==> src/rtl/mem_arbiter.sv <==
// Two-requester arbiter sharing one single-port synchronous memory between
// instruction fetch (IF) and load/store (LS); LS wins unless IF is starving.
module mem_arbiter #(
  parameter int RD_LATENCY = 1,
  parameter int STARVE_MAX = 4
) (
  input  logic        i_clk,
  input  logic        i_rst,
  input  logic        i_if_req,
  input  logic [31:0] i_if_addr,
  output logic        o_if_gnt,
  output logic        o_if_rvalid,
  output logic [31:0] o_if_rdata,
  input  logic        i_ls_req,
  input  logic        i_ls_we,
  input  logic [31:0] i_ls_addr,
  input  logic [31:0] i_ls_wdata,
  input  logic [3:0]  i_ls_bmask,
  output logic        o_ls_gnt,
  output logic        o_ls_rvalid,
  output logic [31:0] o_ls_rdata,
  output logic        o_mem_en,
  output logic        o_mem_we,
  output logic [31:0] o_mem_addr,
  output logic [31:0] o_mem_wdata,
  output logic [3:0]  o_mem_bmask,
  input  logic [31:0] i_mem_rdata,
  output logic        o_busy
);

  localparam logic       ST_IDLE    = 1'b0;
  localparam logic       ST_RD_WAIT = 1'b1;
  localparam logic       OWN_IF     = 1'b0;
  localparam logic       OWN_LS     = 1'b1;
  localparam logic [1:0] LAT_INIT   = 2'(RD_LATENCY - 1);
  localparam logic [3:0] STARVE_TH  = 4'(STARVE_MAX);

  logic       r_state;
  logic       r_owner;
  logic [1:0] r_lat_cnt;
  logic [3:0] r_starve_cnt;

  logic w_idle;
  logic w_force_if;
  logic w_ls_gnt;
  logic w_if_gnt;
  logic w_rd_grant;
  logic w_rd_done;

  // Arbitration is purely combinational and only legal while IDLE and out of reset.
  always_comb begin
    w_idle     = !i_rst && (r_state == ST_IDLE);
    w_force_if = (r_starve_cnt >= STARVE_TH);
    w_ls_gnt   = w_idle && i_ls_req && !(w_force_if && i_if_req);
    w_if_gnt   = w_idle && i_if_req && !w_ls_gnt;
    w_rd_grant = w_if_gnt || (w_ls_gnt && !i_ls_we);
    w_rd_done  = !i_rst && (r_state == ST_RD_WAIT) && (r_lat_cnt == 2'd0);
  end

  always_comb begin
    o_mem_en    = 1'b0;
    o_mem_we    = 1'b0;
    o_mem_addr  = '0;
    o_mem_wdata = '0;
    o_mem_bmask = '0;
    if (w_ls_gnt) begin
      o_mem_en    = 1'b1;
      o_mem_we    = i_ls_we;
      o_mem_addr  = i_ls_addr;
      o_mem_wdata = i_ls_wdata;
      o_mem_bmask = i_ls_bmask;
    end else if (w_if_gnt) begin
      o_mem_en   = 1'b1;
      o_mem_addr = i_if_addr;
    end
  end

  // Read data is steered to the owner only in its single valid cycle.
  always_comb begin
    o_if_gnt    = w_if_gnt;
    o_ls_gnt    = w_ls_gnt;
    o_if_rvalid = w_rd_done && (r_owner == OWN_IF);
    o_ls_rvalid = w_rd_done && (r_owner == OWN_LS);
    o_if_rdata  = o_if_rvalid ? i_mem_rdata : 32'd0;
    o_ls_rdata  = o_ls_rvalid ? i_mem_rdata : 32'd0;
    o_busy      = !i_rst && (r_state == ST_RD_WAIT);
  end

  always_ff @(posedge i_clk) begin
    if (i_rst) begin
      r_state      <= ST_IDLE;
      r_owner      <= OWN_LS;
      r_lat_cnt    <= 2'd0;
      r_starve_cnt <= 4'd0;
    end else begin
      case (r_state)
        ST_IDLE: begin
          if (w_rd_grant) begin
            r_state   <= ST_RD_WAIT;
            r_owner   <= w_ls_gnt ? OWN_LS : OWN_IF;
            r_lat_cnt <= LAT_INIT;
          end
        end
        ST_RD_WAIT: begin
          if (r_lat_cnt == 2'd0) r_state <= ST_IDLE;
          else                   r_lat_cnt <= r_lat_cnt - 2'd1;
        end
        default: r_state <= ST_IDLE;
      endcase
      // Waiting cycles in RD_WAIT count toward starvation as well.
      if (i_if_req && !w_if_gnt) begin
        if (r_starve_cnt != 4'hF) r_starve_cnt <= r_starve_cnt + 4'd1;
      end else begin
        r_starve_cnt <= 4'd0;
      end
    end
  end

endmodule

==> config.mk <==
export PLATFORM = sky130hd
export DESIGN_NAME = mem_arbiter
export DESIGN_NICKNAME = d
export VERILOG_FILES = /design/src/rtl/mem_arbiter.sv
export SDC_FILE = /design/constraint.sdc
export NUM_CORES = 1
export LEC_CHECK = 0
export CORE_AREA = 2 2 108 110
export DETAILED_ROUTE_END_ITERATION = 16
export DIE_AREA = 0 0 110 112
export GPL_ROUTABILITY_DRIVEN = 0
export SYNTH_ARGS = -nofsm -noshare
export SYNTH_HDL_FRONTEND = slang
export SYNTH_SLANG_ARGS = --single-unit
export TNS_END_PERCENT = 30
==> constraint.sdc <==
create_clock -name i_clk -period 3.32 [get_ports i_clk]
set_clock_uncertainty 0.15 [all_clocks]
set_input_delay 0.498 -clock i_clk [delete_from_list [all_inputs] [get_ports i_clk]]
set_output_delay 0.498 -clock i_clk [all_outputs]
set_load 0.02 [all_outputs]
Yosys cells after proc, flatten, opt, wreduce, memory -nomap -nowiden

Index checks and enable logic that the tools add are counted.

Output and inout port bits: 139
Register bits: 8
Logic and storage cells: 51

Add/sub/neg operators: 2
Bitwise logic cells: 3
Mux-type cells: 16
Equality and inequality tests: 3
Reduce and logical (&&, ||, !) cells: 22
Magnitude comparators: 1

Operators with widths:

| cell                                                | number |
|---|---|
| 2-to-1 mux 32 bit                                   | 5 |
| logical AND 1 bit                                   | 12 |
| 2-to-1 mux 1 bit                                    | 6 |
| zero test 1 bit                                     | 5 |
| adder 4 x 1 -> 4 bit, second input constant         | 1 |
| >= comparator 4 x 3 -> 1 bit, second input constant | 1 |
| 2-to-1 mux 2 bit                                    | 2 |
| 2-to-1 mux 4 bit                                    | 1 |
| inequality test 2 bit, second input constant        | 2 |
| inequality test 4 bit, second input constant        | 1 |
| case mux 2 bit (2 select lines)                     | 1 |
| AND reduction 2 bit                                 | 2 |
| inverter 1 bit                                      | 3 |
| zero test 2 bit                                     | 1 |
| case mux 1 bit (2 select lines)                     | 1 |
| OR reduction 2 bit                                  | 1 |
| subtractor 2 x 1 -> 2 bit, second input constant    | 1 |
| logical OR 1 bit                                    | 1 |

Longest topological paths before layout

Gate-level depths: netlist of run 1.

Depth in word-level cells: 10
Gate-level depth with buffers: 6
Gate-level depth less buffers: 5

Least setup slack after synthesis of run 1

OpenSTA, ideal clock, no wires.

Path type: input-to-output
From: input port i_rst
To: output port o_ls_rdata[22]
Path slack: 925 ps
Stages: 5
Arrival time: 1747 ps
Required time: 2672 ps
Cells stage by stage: buf_4 nor2b_1 and3_1 buf_2 and2_1

Cells in the longest elaborated chain, start to end: 5

Ends and longest elaborated chain:

| item              | RTL line | text |
|---|---|---|
| start, declared   | 8        | `input logic i_rst,` |
| zero test 1 bit   | -        |  |
| logical AND 1 bit | -        |  |
| via o_busy        | 28       | `output logic o_busy` |
| logical AND 1 bit | 57       | `w_rd_done = !i_rst && (r_state == ST_RD_WAIT) && (r_lat_cnt == 2'd0);` |
| logical AND 1 bit | 83       | `o_ls_rvalid = w_rd_done && (r_owner == OWN_LS);` |
| via o_ls_rvalid   | 20       | `output logic o_ls_rvalid,` |
| 2-to-1 mux 32 bit | 85       | `o_ls_rdata = o_ls_rvalid ? i_mem_rdata : 32'd0;` |
| end, declared     | 21       | `output logic [31:0] o_ls_rdata,` |

The timed path passes the listed nets, and every way through them passes these cells.

Final worst setup path of run 1

From: input port i_if_req
To: output port o_mem_addr[2]

Cells in the longest elaborated chain, start to end: 7

Ends and longest elaborated chain:

| item                  | RTL line | text |
|---|---|---|
| start, declared       | 9        | `input logic i_if_req,` |
| logical AND 1 bit     | 54       | `w_ls_gnt = w_idle && i_ls_req && !(w_force_if && i_if_req);` |
| zero test 1 bit       | 54       |  |
| logical AND 1 bit     | 54       |  |
| zero test 1 bit       | 55       | `w_if_gnt = w_idle && i_if_req && !w_ls_gnt;` |
| logical AND 1 bit     | 55       |  |
| 2-to-1 mux 32 bit     | 72       | `end else if (w_if_gnt) begin` |
| 2-to-1 mux 32 bit (*) | 66       | `if (w_ls_gnt) begin` |
| end, declared         | 24       | `output logic [31:0] o_mem_addr,` |

Every way passes the cells marked *; elsewhere a longest branch is shown, timed or not.

==> results of run 1 <==
==> synth_stat cells <==
cell,count
a2111oi_2,1
a211oi_1,1
a22o_1,32
a31oi_1,1
a41oi_1,1
and2_1,101
and3_1,2
buf_2,4
buf_4,2
buf_6,8
clkbuf_1,3
clkbuf_2,2
dfxtp_1,8
ha_1,2
inv_1,2
mux2_1,1
mux2i_1,1
nand2_1,2
nand3_1,2
nor2_1,9
nor2b_1,3
nor3_1,3
nor3_2,1
nor3b_1,2
nor3b_2,1
nor3b_4,1
o21ai_0,1
o21ai_1,1
o21bai_1,2
xnor2_1,2
==> cells by family after synthesis <==
logic type                 after synthesis
and+or+nand+nor                        127
AOI/OAI and AO/OA                       40
buffers and inverters                   21
DFF                                      8
xor gates and xnor gates                 2
muxes                                    2
adders and majority gates                2
==> worst register-to-register path, stage by stage, from the launching register on <==
cell,delay (ns)
dfxtp_1,0.52
nor2b_1,0.30
mux2_1,0.37
a2111oi_2,0.26
==> metrics by stage <==
| step | instance area, sq um | power [uW] |
|---|---|---|
| floorplan | 1510 | 279 |
| global placement | 4410 | 578 |
| detailed placement | 4410 | 580 |
| CTS | 4480 | 784 |
| global route | 4480 | 814 |
| finish | 4480 | 778 |
==> how the worst max path moves through the flow <==
| stage | slack [ns] | cells after the start | endpoint | from |
|---|---|---|---|---|
| finish | 0.16 | 6 | o_mem_addr[2] | i_if_req |
| global route | 0.1 | 6 | o_mem_addr[2] | i_if_req |
| CTS | 0.18 | 6 | o_mem_addr[2] | i_if_req |
| detailed placement | 0.19 | 6 | o_mem_addr[27] | i_if_req |
| global placement | 0.22 | 6 | o_mem_addr[2] | i_if_req |
| floorplan | 0.92 | 5 | o_ls_rdata[22] | i_rst |
==> cell type report <==
type | instances | area, sq um
fillers | 1156 | 6690
repair buffers | 282 | 2870
multi-input cells | 173 | 1190
well taps | 143 | 179
flip-flops and latches | 8 | 160
clock buffers | 3 | 75.1
inverters | 2 | 7.51
==> state kept, by name (all words and copies together) (netlist names) <==
name          cells
r_lat_cnt         2
r_owner           1
r_starve_cnt      4
r_state           1
==> layout by cell type, fill, tap and decap left out, types with 2 or more instances in the layout <==
| cell | Yosys | final |
|---|---|---|
| and2_1 | 101 | 101 |
| buf_12 | 0 | 5 |
| nor3_1 | 3 | 3 |
| inv_1 | 2 | 2 |
| nor2_1 | 9 | 9 |
| dfxtp_1 | 8 | 8 |
| ha_1 | 2 | 2 |
| nand3_1 | 2 | 2 |
| a22o_1 | 32 | 32 |
| clkdlybuf4s50_1 | 0 | 275 |
| o21bai_1 | 2 | 2 |
| nor3b_1 | 2 | 2 |
| xnor2_1 | 2 | 2 |
| buf_4 | 2 | 2 |
| nor2b_1 | 3 | 3 |
| nand2_1 | 2 | 2 |
| clkbuf_16 | 0 | 3 |
==> routing by layer <==
metal	global-route usage	wire, um	vias up	part of all wire
li1	-	-	1220	-
met1	0.163	3720	1084	0.39
met2	0.263	4950	105	0.52
met3	0.0287	788	8	0.082
met4	0.0236	121	0	0.013
met5	0	0	-	0
==> power by group through the flow <==
stage          sequential (uW)  clock [uW]  combinational (uW)
2_1_floorplan              103           0                 177
3_3_place_gp               105           0                 473
3_5_place_dp               105           0                 475
4_1_cts                    104         203                 477
5_1_grt                    105         208                 502
6_report                   104         199                 474
==> results by group, run 1 <==
Critical path
  – CP delay by family, top: buffers and inverters
  – R2R cell count: 3
  – Most common cell on crit path: clkdlybuf4s50_1
  – CP max-delay cell: clkdlybuf4s50_1
  – Worst path bufs/invs: 3
  – Critical Path End Type: primary output
  – CP Launch Type: input port
  – Flop-to-flop setup slack: about 1.6 ns
  – CP Max Fanout: 35
  – WP data arrival: between 2 and 3 ns
  – Reg2reg end: r_lat_cnt[1]
  – Crit Path Class: input port to primary output
  – Worst EP required: 2.67 ns
  – Critical R2R Launch: r_state
  – Worst-path cell chain: clkdlybuf4s50_1 > nor2b_1 > nor3b_4 > buf_12 > a22o_1 > clkdlybuf4s50_1
  – CP max stage delay: 0.65 ns

Power
  – Pwr per Cell Area: 173 mW/mm^2
  – Peak VDD IR: 0.246 mV
  – Pint: roughly 550 uW
  – Clock share of power: 0.256
  – P_leak: around 0.0017 uW
  – Net Sw Power: 231 uW
  – Combinational share of power: 0.610
  – Sequential share of power: 0.134
  – Sw Ratio: 0.297

Die
  – Row cnt: 39
  – Die boundary height: 112 um
  – Initial core utilization: 0.135
  – Full die area: roughly 0.012 sq mm
  – I/O pins: approximately 280
  – Die Span X: 110 um
  – Core Footprint: 0.0112 sq mm

Placement
  – PortBufs: between 200 and 300
  – Post-Place Worst Slack: 0.187 ns
  – Detailed placement HPWL: 8240 um
  – Placed Instances: 608

Clock network
  – CTS clk-pin slew, worst paths: 0.04 ns
  – Bufs on Longest Clock Path: 2
  – Resized Gates After CTS: 0
  – Clock sinks: 8
  – # hold bufs at CTS: 0
  – Setup Fix Bufs, Post-CTS: 0
  – Clock Root Buffer: clkbuf_16
  – TritonCTS clock tree: yes
  – Inserted Clock Buffers: 3
  – CTS H-tree depth: 1
  – Skew-Pair Late Insertion Delay: 0.23 ns

Logic synthesis
  – Yosys reg bits: 8
  – Post-synthesis average cell area: 7.46 sq um
  – Post-synthesis compound-gate area fraction: 0.228
  – Cell accounting for the most synthesized area: and2_1
  – Synth Cell Area: 0.00151 sq mm
  – Post-synthesis xor/xnor area fraction: 0.0116
  – Sequential cell area fraction in the yosys report: 0.106
  – Largest family of logic cells by synthesized area: simple AND/OR/NAND/NOR gates
  – Synth warn: 0
  – Mux cell area share after synthesis: 0.0141
  – Top cells by area, synth: and2_1 42%, a22o_1 19%, dfxtp_1 11%
  – Post-synth net total: between 300 and 400
  – Synth top area share: 0.419
  – Cell variety after synth: 30
  – Adder-Cell Fraction of Synth Area: 0.0166
  – Post-Synth Simple-Gate Area: 0.522
  – Synth Instances: 202

Final layout
  – Finished Core Util: 0.401
  – Total Nets Final: 609
  – Non-filler cells in the finished layout: 611
  – Share of layout cells above drive strength 1: 0.0321
  – Antenna Cells: 0
  – Area grow syn2layout: 198%

Route
  – Post-DRT Antenna Nets: 0
  – # DRC: 0
  – Drt via density: 3.96
  – Drt wl/cell: 15.7 um
  – Vias: 2,417
  – First-pass DRT Iterations: 4
  – Post-Route WL: approximately 9600 um
  – Initial DRC Count: 91

Global routing
  – Global-route wire length before repair: roughly 14,000 um
  – GRT Util Overall: 0.141
  – Initial antenna violation count: 0
  – Largest net degree at the start of global routing: 37
  – GRT overflow: 0
  – Vias in the first global route: 2,350

STA
  – Slew Limit Fails: 0
  – Fmax: 317 MHz
  – Pin slew with the least headroom to its limit: about 0.49 ns
  – Fin Setup TNS: 0 ns
  – Slew HR: 0.670
  – Final Critical Period: 3.16 ns
  – Hold slack: 0.379 ns
  – Final Hold Fails: 0
  – RSZ-0062 raised after global routing: no
  – Setup WS post-layout: 0.164 ns
  – Fin crit share: 0.951
  – Count of final setup violators: 0

Hold path
  – WHS Path Cells: 2
  – Hold endpoint: r_owner
  – Min-delay src: r_owner
  – Worst Hold Class: register to register

Job
  – Max-Cap Viols: 0

Run status
  – Status: finished clean
Power figures use the tool's default switching activity.
==> run 2, diff against run 1 <==
--- a/config.mk
+++ b/config.mk
@@ -8,7 +8,7 @@
 export CORE_AREA = 2 2 108 110
 export DETAILED_ROUTE_END_ITERATION = 16
 export DIE_AREA = 0 0 110 112
-export GPL_ROUTABILITY_DRIVEN = 0
+export GPL_TIMING_DRIVEN = 0
 export SYNTH_ARGS = -nofsm -noshare
 export SYNTH_HDL_FRONTEND = slang
 export SYNTH_SLANG_ARGS = --single-unit
==> run 2 against run 1 <==
First-iteration DRC count decreased by 34%. Maximum frequency down 0.83%. Routed wire length grew 5.3%. Via count up 4.8%. Clock power barely moved. Sequential power about the same. Count of clock-buffer cells in the layout unchanged. Largest power group unchanged. Highest routed layer unchanged.
==> results by group, run 2 (synthesis results as in run 1) <==
Run status
  – Status: finished clean

Final layout
  – Commonest non-fill, non-tap cells in the layout: 260 x clkdlybuf4s50_1, 101 x and2_1, 32 x a22o_1
  – Commonest non-fill, non-tap cell in the layout: clkdlybuf4s50_1
  – Number of flip-flops in the largest register: 4
  – Fill cells: 1,133
  – Antenna Cells: 0
  – Non-filler cells in the finished layout: 626
  – Largest registers: r_starve_cnt x4, r_lat_cnt x2
  – Share of layout cells above drive strength 1: 0.0559
  – FF+latch area: 160 sq um
  – Cell area after layout: 0.00457 sq mm
  – Finished Core Util: 0.409
  – Total Nets Final: about 620
  – Largest reg by FF count: r_starve_cnt
  – Area grow syn2layout: 203%
  – Area of the multi-input gates: 0.00119 sq mm

Critical path
  – CP Launch Type: input port
  – R2R cell count: 5
  – CP Max Fanout: 10
  – CP Depth: 7
  – Worst-path cell chain: clkdlybuf4s50_1 > nor2b_1 > nor3b_4 > buf_4 > buf_6 > a22o_1 > clkdlybuf4s50_1
  – WP data arrival: roughly 2.5 ns
  – Worst setup startpoint: i_if_req
  – Flop-to-flop setup slack: 1.57 ns
  – Crit Path Class: input port to primary output
  – Reg2reg end: r_lat_cnt[1]
  – Critical Path End Type: primary output
  – Most common cell on crit path: clkdlybuf4s50_1
  – Worst EP required: about 2.7 ns
  – CP delay by family, top: buffers and inverters
  – CP max stage delay: just over 0.6 ns
  – Critical Path Sink: o_mem_addr[19]
  – Critical R2R Launch: r_lat_cnt[0]
  – CP max-delay cell: clkdlybuf4s50_1
  – Worst path bufs/invs: 4

Placement
  – Placed cell areas: 0.00443 sq mm
  – PortBufs: 274
  – Detailed placement HPWL: 8840 um
  – Placed Instances: 619
  – Post-Place Worst Slack: -0.0340 ns
  – Gp weighted congestion: a little over 0.8

STA
  – Fmax: 314 MHz
  – Final Critical Period: 3.18 ns
  – Slew HR: 0.656
  – Fin crit share: 0.958
  – Pin slew with the least headroom to its limit: between 0.5 and 0.6 ns
  – Final Hold Fails: 0
  – Slew Limit Fails: 0
  – Count of final setup violators: 0
  – Setup WS post-layout: 0.138 ns

Job
  – Max-Cap Viols: 0

Route
  – Post-Route WL: 10,100 um
  – Initial DRC Count: 60
  – First-pass DRT Iterations: 4
  – Drt via density: 4.05
  – Drt wl/cell: 16.1 um
  – Vias: 2,534
  – Post-DRT Antenna Nets: 0
  – # DRC: 0

Clock network
  – CTS H-tree depth: 1
  – Clock Root Buffer: clkbuf_16
  – Bufs on Longest Clock Path: 2
  – Clock sinks: 8
  – CTS clk-pin slew, worst paths: 0.04 ns
  – Skew-Pair Late Insertion Delay: 0.23 ns
  – Inserted Clock Buffers: 3
  – TritonCTS clock tree: yes

Global routing
  – Global-route wire length before repair: 14,500 um
  – GRT Util Overall: 0.152
  – Initial antenna violation count: 0
  – GRT overflow: 0
  – Vias in the first global route: 2,494
  – Largest net degree at the start of global routing: 11

Power
  – Peak VDD IR: 0.250 mV
  – Pwr per Cell Area: 172 mW/mm^2
  – P_leak: 0.00195 uW

Die
  – Initial core utilization: 0.135
  – Row cnt: 39
  – Die Span X: 110 um
  – Die boundary height: approximately 110 um
  – I/O pins: 276
  – Full die area: about 0.012 sq mm
  – Core Footprint: 0.0112 sq mm

Hold path
  – Worst Hold Class: input port to register
  – Min-delay src: i_rst
run 2: repair_timing:
action                     in CTS  in global routing
setup buffers                   4                  0
setup endpoints to repair       5                 14
hold buffers                    0                  0
gates resized for setup         0                 14
run 2: per-layer routing:
layer	part of all wire	GRT usage	vias up
met5	0	0	-
met4	0.012	0.0194	0
met3	0.076	0.0281	10
met2	0.52	0.284	110
met1	0.39	0.181	1166
li1	-	-	1248
run 2: power breakdown:
group | leakage, uW | internal [uW] | switching, uW
Sequential | 0.0000651 | 99.5 | 2.09
Combinational | 0.00185 | 294 | 189
Clock | 0.0000370 | 155 | 44.9
Total | 0.00195 | 548 | 236
run 2: cell type report:
cell class,instances,share of cell area
buffer,19,0.0320
clock buffer,3,0.0164
inverter,2,0.00164
multi-input combinational,173,0.261
sequential,8,0.0351
tap,143,0.0392
timing repair buffer,278,0.615
run 2: worst min-delay path by stage:
stage | endpoint | slack [ns] | cells after the start
after detailed placement | r_owner | 0.39 | 2
after CTS | r_lat_cnt[1] | 0.36 | 2
final | r_lat_cnt[1] | 0.36 | 2
after floorplan | r_owner | 0.33 | 2
after global routing | r_lat_cnt[1] | 0.38 | 2
after global placement | r_owner | 0.38 | 2
run 2: metrics by stage:
step           hold slack [ns]  TNS, ns  power (uW)
2_1_floorplan            0.331        0         279
3_3_place_gp             0.376        0         583
3_5_place_dp             0.392  -0.0505         587
4_1_cts                  0.360        0         796
5_1_grt                  0.377  -0.0124         826
6_report                 0.362        0         785
==> run 3, diff against run 2 <==
--- a/config.mk
+++ b/config.mk
@@ -5,10 +5,12 @@
 export SDC_FILE = /design/constraint.sdc
 export NUM_CORES = 1
 export LEC_CHECK = 0
-export CORE_AREA = 2 2 108 110
+export CORE_AREA = 2 2 106 108
+export CTS_BUF_LIST = sky130_fd_sc_hd__clkbuf_4
 export DETAILED_ROUTE_END_ITERATION = 16
-export DIE_AREA = 0 0 110 112
+export DIE_AREA = 0 0 108 110
 export GPL_TIMING_DRIVEN = 0
+export SETUP_SLACK_MARGIN = 0.5
 export SYNTH_ARGS = -nofsm -noshare
 export SYNTH_HDL_FRONTEND = slang
 export SYNTH_SLANG_ARGS = --single-unit
==> run 3 against run 2 <==
Die area fell by 3.6%. Count of clock-buffer cells in the layout stayed put. Design area shrank 0.79%.
==> results by group, run 3 (synthesis results as in run 1) <==
Critical path
  – Critical Path End Type: primary output
  – Worst EP required: 2.67 ns
  – CP max stage delay: 0.61 ns
  – CP Launch Type: input port
  – Worst path bufs/invs: 4
  – Crit Path Class: input port to primary output
  – CP Max Fanout: 10
  – R2R cell count: 5
  – Flop-to-flop setup slack: roughly 1.6 ns
  – CP max-delay cell: clkdlybuf4s50_1
  – Worst-path cell chain: clkdlybuf4s50_1 > and3_1 > buf_6 > buf_6 > and2_1 > clkdlybuf4s50_1
  – Critical R2R Launch: r_lat_cnt[0]
  – WP data arrival: ~2.3 ns
  – CP delay by family, top: buffers and inverters
  – Reg2reg end: r_lat_cnt[1]

STA
  – Pin slew with the least headroom to its limit: 0.446 ns
  – Slew HR: 0.699
  – Final Critical Period: a little under 3 ns
  – Setup WS post-layout: 0.415 ns
  – RSZ-0062 raised after global routing: yes
  – Fmax: approximately 340 MHz
  – Final Hold Fails: 0
  – Slew Limit Fails: 0
  – Hold slack: 0.357 ns
  – Count of final setup violators: 0
  – Fin crit share: 0.875

Clock network
  – Bufs on Longest Clock Path: 2
  – CTS clk-pin slew, worst paths: 0.05 ns
  – # hold bufs at CTS: 0
  – CTS H-tree depth: 1
  – Clock sinks: 8
  – Inserted Clock Buffers: 3
  – Clock Root Buffer: clkbuf_4
  – Skew-Pair Late Insertion Delay: 0.25 ns
  – TritonCTS clock tree: yes

Die
  – Row cnt: 38
  – Die Span X: ~110 um
  – Core Footprint: approximately 0.011 sq mm
  – I/O pins: 276
  – Initial core utilization: 0.141
  – Full die area: 0.0119 sq mm
  – Die boundary height: 110 um

Hold path
  – WHS Path Cells: 2
  – Worst Hold Class: input port to register
  – Hold endpoint: r_lat_cnt[1]
  – Min-delay src: i_rst

Placement
  – Post-Place Worst Slack: -0.0258 ns
  – Detailed placement HPWL: between 9000 and 10,000 um
  – Gp weighted congestion: 0.843
  – PortBufs: roughly 270

Power
  – Pwr per Cell Area: between 100 and 150 mW/mm^2
  – P_leak: 0.00239 uW
  – Total power draw: 639 uW
  – Peak VDD IR: 0.101 mV

Final layout
  – Share of layout cells above drive strength 1: 0.0994
  – Largest registers: r_starve_cnt x4, r_lat_cnt x2
  – Commonest non-fill, non-tap cells in the layout: 182 x clkdlybuf4s50_1, 101 x and2_1, 42 x dlygate4sd2_1
  – Commonest non-fill, non-tap cell in the layout: clkdlybuf4s50_1
  – Finished Core Util: 0.424
  – Total Nets Final: 624
  – Largest reg by FF count: r_starve_cnt
  – Area grow syn2layout: 201%
  – Number of flip-flops in the largest register: 4

Global routing
  – Largest net degree at the start of global routing: 11
  – Initial antenna violation count: 2
  – Vias in the first global route: 2,407
  – GRT overflow: 0
  – GRT Util Overall: 0.166
  – Global-route wire length before repair: 14,900 um

Route
  – Post-DRT Antenna Nets: 0
  – # DRC: 0
  – Post-Route WL: 11,000 um
  – Initial DRC Count: 84
  – Vias: 2,548
  – Drt wl/cell: approximately 18 um
  – First-pass DRT Iterations: 4
  – Drt via density: 4.08

Job
  – Max-Cap Viols: 0

Run status
  – Status: finished clean
==> run 3: cell types whose count changed in the layout (fill, tap and decap cells not counted), sizes merged <==
cell | previous run | this run
buf | 18 | 19
diode | 0 | 1
clkdlybuf4s15 | 0 | 23
dlygate4sd2 | 0 | 42
dlymetal6s2s | 14 | 26
clkdlybuf4s50 | 260 | 182
==> run 3: timing repair <==
item,4_1_cts,5_1_grt
setup endpoints to repair,123,102
buffers inserted,4,0
endpoints found under the hold margin,0,0
resized for setup,106,43
==> run 3: final cells by class <==
cell class                 instances  area, sq um
fill                            1110         6170
timing repair buffer             278         2800
multi-input combinational        173         1210
tap                              140          175
sequential                         8          160
buffer                            19          158
clock buffer                       3         22.5
inverter                           2         7.51
antenna                            1         2.50
==> run 3: worst max-delay path by stage <==
stage / from / to / slack, ns / cells past startpoint
6_report: i_ls_req / o_mem_wdata[22] / 0.42 / 6
5_1_grt: i_ls_req / o_mem_wdata[20] / 0.38 / 6
4_1_cts: r_lat_cnt[0] / o_if_rdata[3] / 0.32 / 7
3_5_place_dp: i_if_req / o_mem_addr[26] / -0.03 / 6
3_3_place_gp: i_if_req / o_mem_addr[30] / -0.03 / 6
2_1_floorplan: i_rst / o_ls_rdata[22] / 0.92 / 5
==> run 3: metal layers <==
metal,share of wire,track usage
met1,0.40,0.200
met2,0.46,0.273
met3,0.14,0.0964
met4,0.0044,0.00641
met5,0,0
==> run 3: through the flow <==
step	setup TNS, ns	instances	area (sq um)
after floorplan	0	202	1510
after global placement	-0.141	616	4420
after detailed placement	-0.0709	616	4420
after CTS	0	623	4450
after global routing	0	623	4530
final	0	624	4530
==> run 3: where the power goes <==
part	internal (uW)	leakage, uW	switching, uW
clock	41.2	0.0000138	29.9
sequential	99.0	0.0000651	2.43
combinational	273	0.00231	194
